==> src/rtl/nibble_alu_seq.sv <==
// Sequences a W-bit operation through an external combinational 4-bit ALU, one nibble per cycle.
// Owns all operand, carry and result state; the ALU pins are driven only while running.
//
// state  | meaning
// -------+-------------------------------------------------------------
// S_IDLE | waiting for i_start; ALU disabled, result held
// S_RUN  | one nibble per cycle through the ALU, r_idx = current nibble
// S_DONE | o_done pulse for one cycle, then back to S_IDLE
module nibble_alu_seq #(
    parameter int NIBBLES = 4,
    localparam int W  = 4 * NIBBLES,
    localparam int IW = (NIBBLES > 1) ? $clog2(NIBBLES) : 1
) (
    input  logic         i_clk,
    input  logic         i_rst,
    input  logic         i_start,
    input  logic [2:0]   i_op,
    input  logic [W-1:0] i_opa,
    input  logic [W-1:0] i_opb,
    input  logic         i_cin,
    output logic         o_busy,
    output logic         o_done,
    output logic [W-1:0] o_result,
    output logic         o_carry_out,
    output logic [3:0]   o_alu_a,
    output logic [3:0]   o_alu_b,
    output logic         o_alu_cin,
    output logic         o_alu_sel0,
    output logic         o_alu_sel1,
    output logic         o_alu_sel2,
    output logic         o_alu_enable,
    input  logic [3:0]   i_alu_out,
    input  logic         i_alu_cout
);

    typedef enum logic [1:0] {
        S_IDLE = 2'd0,
        S_RUN  = 2'd1,
        S_DONE = 2'd2
    } state_t;

    state_t         r_state;
    state_t         w_state_nxt;
    logic [IW-1:0]  r_idx;
    logic [W-1:0]   r_opa;
    logic [W-1:0]   r_opb;
    logic [2:0]     r_op;
    logic           r_cin;
    logic           r_carry;
    logic [W-1:0]   r_result;
    logic           r_carry_out;

    logic           w_last;
    logic           w_is_add;
    logic [3:0]     w_a_nib;
    logic [3:0]     w_b_nib;

    assign w_last   = (r_idx == IW'(NIBBLES - 1));
    assign w_is_add = (r_op == 3'b000);

    always_ff @(posedge i_clk or posedge i_rst) begin
        if (i_rst) begin
            r_state <= S_IDLE;
        end else begin
            r_state <= w_state_nxt;
        end
    end

    always_comb begin
        w_state_nxt = r_state;
        case (r_state)
            S_IDLE:  if (i_start) w_state_nxt = S_RUN;
            S_RUN:   if (w_last)  w_state_nxt = S_DONE;
            S_DONE:  w_state_nxt = S_IDLE;
            default: w_state_nxt = S_IDLE;
        endcase
    end

    always_ff @(posedge i_clk or posedge i_rst) begin
        if (i_rst) begin
            r_idx       <= '0;
            r_opa       <= '0;
            r_opb       <= '0;
            r_op        <= '0;
            r_cin       <= 1'b0;
            r_carry     <= 1'b0;
            r_result    <= '0;
            r_carry_out <= 1'b0;
        end else begin
            case (r_state)
                S_IDLE: begin
                    if (i_start) begin
                        r_opa       <= i_opa;
                        r_opb       <= i_opb;
                        r_op        <= i_op;
                        r_cin       <= i_cin;
                        r_carry     <= 1'b0;
                        r_result    <= '0;
                        r_carry_out <= 1'b0;
                        r_idx       <= '0;
                    end
                end
                S_RUN: begin
                    for (int n = 0; n < NIBBLES; n++) begin
                        if (r_idx == IW'(n)) r_result[4*n +: 4] <= i_alu_out;
                    end
                    r_carry <= i_alu_cout;
                    // wrap explicitly so non-power-of-two NIBBLES never walks past the top nibble
                    r_idx   <= w_last ? '0 : r_idx + IW'(1);
                    if (w_last) r_carry_out <= w_is_add & i_alu_cout;
                end
                default: ;
            endcase
        end
    end

    always_comb begin
        w_a_nib = '0;
        w_b_nib = '0;
        for (int n = 0; n < NIBBLES; n++) begin
            if (r_idx == IW'(n)) begin
                w_a_nib = r_opa[4*n +: 4];
                w_b_nib = r_opb[4*n +: 4];
            end
        end
    end

    // ALU pins are parked (disabled, all zero) whenever we are not running
    always_comb begin
        o_alu_a      = '0;
        o_alu_b      = '0;
        o_alu_cin    = 1'b0;
        o_alu_sel0   = 1'b0;
        o_alu_sel1   = 1'b0;
        o_alu_sel2   = 1'b0;
        o_alu_enable = 1'b1;
        if (r_state == S_RUN) begin
            o_alu_a      = w_a_nib;
            o_alu_b      = w_b_nib;
            o_alu_cin    = w_is_add & ((r_idx == '0) ? r_cin : r_carry);
            o_alu_sel0   = r_op[0];
            o_alu_sel1   = r_op[1];
            o_alu_sel2   = r_op[2];
            o_alu_enable = 1'b0;
        end
    end

    assign o_busy      = (r_state != S_IDLE);
    assign o_done      = (r_state == S_DONE);
    assign o_result    = r_result;
    assign o_carry_out = r_carry_out;

endmodule

==> config.mk <==
export PLATFORM = sky130hd
export DESIGN_NAME = nibble_alu_seq
export DESIGN_NICKNAME = d
export VERILOG_FILES = /design/src/rtl/nibble_alu_seq.sv
export SDC_FILE = /design/constraint.sdc
export NUM_CORES = 1
export LEC_CHECK = 0
export ABC_AREA = 1
export ABC_CLOCK_PERIOD_IN_PS = 1900
export BUFFER_PORTS_ARGS = -buffer_cell sky130_fd_sc_hd__buf_2
export CAP_MARGIN = 5
export CORE_ASPECT_RATIO = 0.8
export CORE_MARGIN = 3
export CORE_UTILIZATION = 30
export DETAILED_ROUTE_END_ITERATION = 6
export GPL_ROUTABILITY_DRIVEN = 1
export GPL_TIMING_DRIVEN = 0
export SLEW_MARGIN = 10
export SYNTH_ARGS = -nofsm -noshare
export SYNTH_HDL_FRONTEND = slang
export SYNTH_SLANG_ARGS = --single-unit
==> constraint.sdc <==
create_clock -name i_clk -period 1.9 [get_ports i_clk]
set_input_delay 0.38 -clock i_clk [delete_from_list [all_inputs] [get_ports i_clk]]
set_output_delay 0.38 -clock i_clk [all_outputs]
set_load 0.01 [all_outputs]
* Word level (Yosys, flattened, before mapping)
Index checks and enable logic that the tools add are counted.
Storage, ports and cells: register bits after elaboration 58, bits of input ports 44, output and inout bits 32, logic and storage cells 69
Cells by class: $add $sub $neg 1, equal/unequal tests 10, mux-type cells 32, bitwise operators 2, reduce and logical (&&, ||, !) cells 12
Operators with widths (count):
- 4-bit 2-to-1 mux | 14
- 16-bit one-hot mux with 2 select lines | 1
- 16-bit 2-to-1 mux | 1
- 3-bit AND reduction | 4
- 2-bit != test (second input constant) | 5
- 1-bit 2-to-1 mux | 8
- 2-bit 2-to-1 mux | 4
- 2-bit one-hot mux with 2 select lines | 2
- 2-bit == test (second input constant) | 3
- 2-bit AND reduction | 3
- 2-bit by 1-bit == test with 1-bit output (second input constant) | 2
- 2-bit logical NOT | 2
- 1-bit one-hot mux with 2 select lines | 2
- 2-bit nonzero test | 2
- 3-bit logical NOT | 1
- 2-bit by 1-bit adder with 2-bit output (second input constant) | 1
- 1-bit bitwise AND | 2

* Longest topological paths before layout
depth after elaboration 6, gate-level depth with buffers 9

* Worst setup path before layout
No wires, ideal clock.
kind reg-to-output, start register r_idx[0], end output o_alu_a[0], data arrival time 1.226 ns, data required time 1.520 ns, slack 0.294 ns, cell stages (with the launch flop) 10, cell sequence dfrtp_1 -> inv_1 -> ha_1 -> clkbuf_2 -> inv_1 -> nor2_1 -> nand2_1 -> nand2_1 -> nand2_1 -> nand2_1
On the way: cells in the longest elaborated chain, start to end 6, elaborated cells between the ends (all ways) 9, those cells by class eq/ne: 3; mux: 5; reduce/logical: 1
Ends and longest elaborated chain:
- start: declaration | RTL line 44 | logic [IW-1:0] r_idx;
- start signal: assignment | RTL line 109 | r_idx <= w_last ? '0 : r_idx + IW'(1);
- 2-bit logical NOT | RTL line 121 | if (r_idx == IW'(n)) begin
- 4-bit 2-to-1 mux (3 in series) | RTL line 121
- 4-bit 2-to-1 mux * | RTL line 121
- 4-bit 2-to-1 mux * | RTL line 137 | if (r_state == S_RUN) begin
- end: declaration | RTL line 25 | output logic [3:0] o_alu_a,
Mark *: on every way between the ends. The rest lies on a longest branch, timed or not.

* Final worst setup path
start register r_idx[1], end output o_alu_a[0]
Same word-level chain as after synthesis.

==> out/metrics.yaml <==
run_status:
  run_status: "finished, violations left"
  violations: "negative setup slack"
job:
  drv_cap: 0
final_layout:
  drive_above_1_share: 0.411
  fin_util: 0.430
  syn_to_final_growth_pct: 36.6
  num_antenna_cells: 0
  finalNetCount: 493
  finalNonFillerCells: 565
floorplanning:
  start_util: 0.315
  io-pin-count: 76
  fp.dieH_um: 94.1
  die_w_um: 116
  dieArea_mm2: 0.0109
  core_area_mm2: 0.00923
  rows: 31
setup_path:
  critPathRequiredTime_ps: 1520
  crit_path_start: "r_idx[1]"
  timing.rr.end: "o_result[11]"
  crit_type: "flip-flop to output pin"
  cp-start-kind: "flip-flop"
  reg2reg_depth: 9
  worstPathCellList: "inv_4 > ha_4 > buf_6 > buf_12 > nor2_4 > nand2_1 > nand2_1 > nand2_1 > nand2_1 > buf_2"
  regToRegStartpoint: "r_idx[0]"
  cpMaxStageDelayCell: "dfrtp_2"
  crit_arrival_ps: 1670
  crit_top_cell: "nand2_1"
  crit_fanout: 4
  reg2reg_setup_slack_ps: 390
  max_stage_delay_ps: 430
  timing.critical_path.to_type: "output pin"
synthesis:
  synth_seq_cells: 58
  synth.distinct_cells: 24
  syn_inst: 350
  yosysWarnings: 0
  synth_fp_nets: 398
  ys_seq_area_frac: 0.499
  synth.avg_cell_area_um2: 8.31
  synth_area_mm2: 0.00291
sta:
  slew_violations: 0
  holdWs_ps: 69.6
  finalHoldViolCount: 0
  fin_crit_sh: 1.08
  worstMarginPinSlew_ps: 467
  fin_ws_ps: -151
  rsz0062_at_grt: "yes"
  fin_skew_ps: 5.86
  period_needed_ps: 2050
  fmax_mhz: 488
  relSlewSlack: 0.689
  setup_viol: 9
pwr:
  p_per_area_mw_per_mm2: 1770
  ir_worst_vdd_mv: 0.533
  leakagePower_nw: 2.13
place:
  gp_congestion: 0.791
  port_buffers: 75
  dpl.cell_count: 541
  hpwl_mm: 5.60
cts:
  clk_path_buf_depth: 2
  cts.htree.levels: 3
  insertion_delay_ps: 320
  cts_sinks: 58
  hold_buffers: 0
  root_buffer: "clkbuf_16"
  numCtsBuffers: 9
  cts_tree: "yes"
  clk_pin_slew_worst_paths_ps: 50
routing:
  viasPerCell: 4.59
  drtPass1Iterations: 4
  finalWirelength_mm: 7.77
  drtIter0Drc: 174
  antenna_left: 0
  dr_total_vias: 2594
  wl_per_cell_um: 13.8
  drc: 0
worst_hold_path:
  hp-class: "input port to async pin"
global_routing:
  grt_antenna_before_repair: 0
  grt_pass1_wl_mm: 12.6
  overflow: 0
  grt_usage: 0.151
  grt_max_degree: 39
  grt_pass1_vias: 2560
layout make-up:
class	instances	area, um2
clock buffers	10	229
clock inverters	6	57.6
inverters	25	116
well taps	115	144
plain buffers	16	174
repair inverters	1	6.26
fillers	912	5260
multi-input cells	250	1330
repair buffers	84	467
flip-flops and latches	58	1460
worst max path at each step:
stage               cells past startpoint            to  slack, ps
floorplan                               1   o_carry_out         90
global placement                        2  o_result[12]       -690
detailed placement                      7    o_alu_b[2]         -4
CTS                                    10    o_alu_a[2]       -140
global route                           10    o_alu_a[0]       -250
finish                                 10    o_alu_a[0]       -150
cells in the final DEF (no fill, tap or decap), drive strengths merged:
cell,netlist,layout
nand2,139,139
buf,16,100
dfrtp,58,58
nand3,39,39
nor2,27,27
inv,25,26
a21oi,25,25
o21ai,15,15
clkbuf,1,10
clkinv,0,4
ha,4,4
nor3,1,1
bufinv,0,1
clkinvlp,0,1
critical path: cells and delay by family, from the launching register on:
family        cells  cell delay [ps]
buf+inv           4              440
flops             1              430
simple gates      5              320
fa+ha+maj         1              160
metal layers:
layer,vias up,share of wire,global-route usage
li1,1297,-,-
met4,0,0.013,0.0415
met2,69,0.43,0.225
met3,11,0.057,0.0393
met1,1217,0.50,0.216
met5,-,0,0
synthesized netlist by cell type:
library cell,n,share of area
o21ai_1,4,0.0069
o21ai_4,1,0.0056
buf_12,2,0.014
nor2_4,2,0.0077
o21ai_0,8,0.014
nand2_1,137,0.18
dfrtp_1,58,0.50
nor2_1,12,0.015
o21ai_2,2,0.0060
nand2_4,1,0.0039
nand2_8,1,0.0069
nand3_1,39,0.067
buf_4,4,0.010
buf_6,5,0.019
ha_1,4,0.017
a21oi_2,9,0.027
inv_2,3,0.0039
buf_2,4,0.0069
nor2_2,13,0.028
inv_1,22,0.028
nor3_1,1,0.0017
a21oi_1,16,0.028
buf_8,1,0.0052
clkbuf_2,1,0.0017
cell families after synthesis:
group / after synthesis / synth area share
DFF: 58 / 0.499
buffers and inverters: 42 / 0.0895
AOI/OAI and AO/OA: 40 / 0.0869
and+or+nand+nor: 206 / 0.308
adders and majority gates: 4 / 0.0172
timing repair:
item                                    4_1_cts  5_1_grt
endpoints found under the setup margin       10        9
setup buffers                                 4        2
hold endpoints to repair                      0        0
cloned                                        2        1
pin swaps                                     6       13
gates resized for setup                      38       21
flip-flops by register name (all words and copies together) (netlist names):
| signal | count |
|---|---|
| r_opa | 16 |
| r_state | 2 |
| r_carry | 1 |
| r_idx | 2 |
| r_op | 3 |
| o_result | 16 |
| o_carry_out | 1 |
| r_cin | 1 |
| r_opb | 16 |
power breakdown:
| group | leakage (nW) | total (W) | switching (W) | internal [W] |
|---|---|---|---|---|
| clock | 0.142 | 0.00155 | 0.000548 | 0.00100 |
| combinational | 1.27 | 0.00343 | 0.00203 | 0.00140 |
| sequential | 0.717 | 0.00206 | 0.000305 | 0.00176 |
| total | 2.13 | 0.00704 | 0.00289 | 0.00416 |
stage by stage:
stage,power (W),instance area [um2],setup WS (ps),setup TNS [ps]
floorplan,0.00405,2910,92.0,0
global placement,0.00488,3430,-686,-39600
detailed placement,0.00495,3450,-4.48,-6.39
CTS,0.00696,3910,-145,-1110
global route,0.00757,3970,-250,-1570
finish,0.00704,3970,-151,-887
Note: power is estimated with default switching activity, not from simulation.
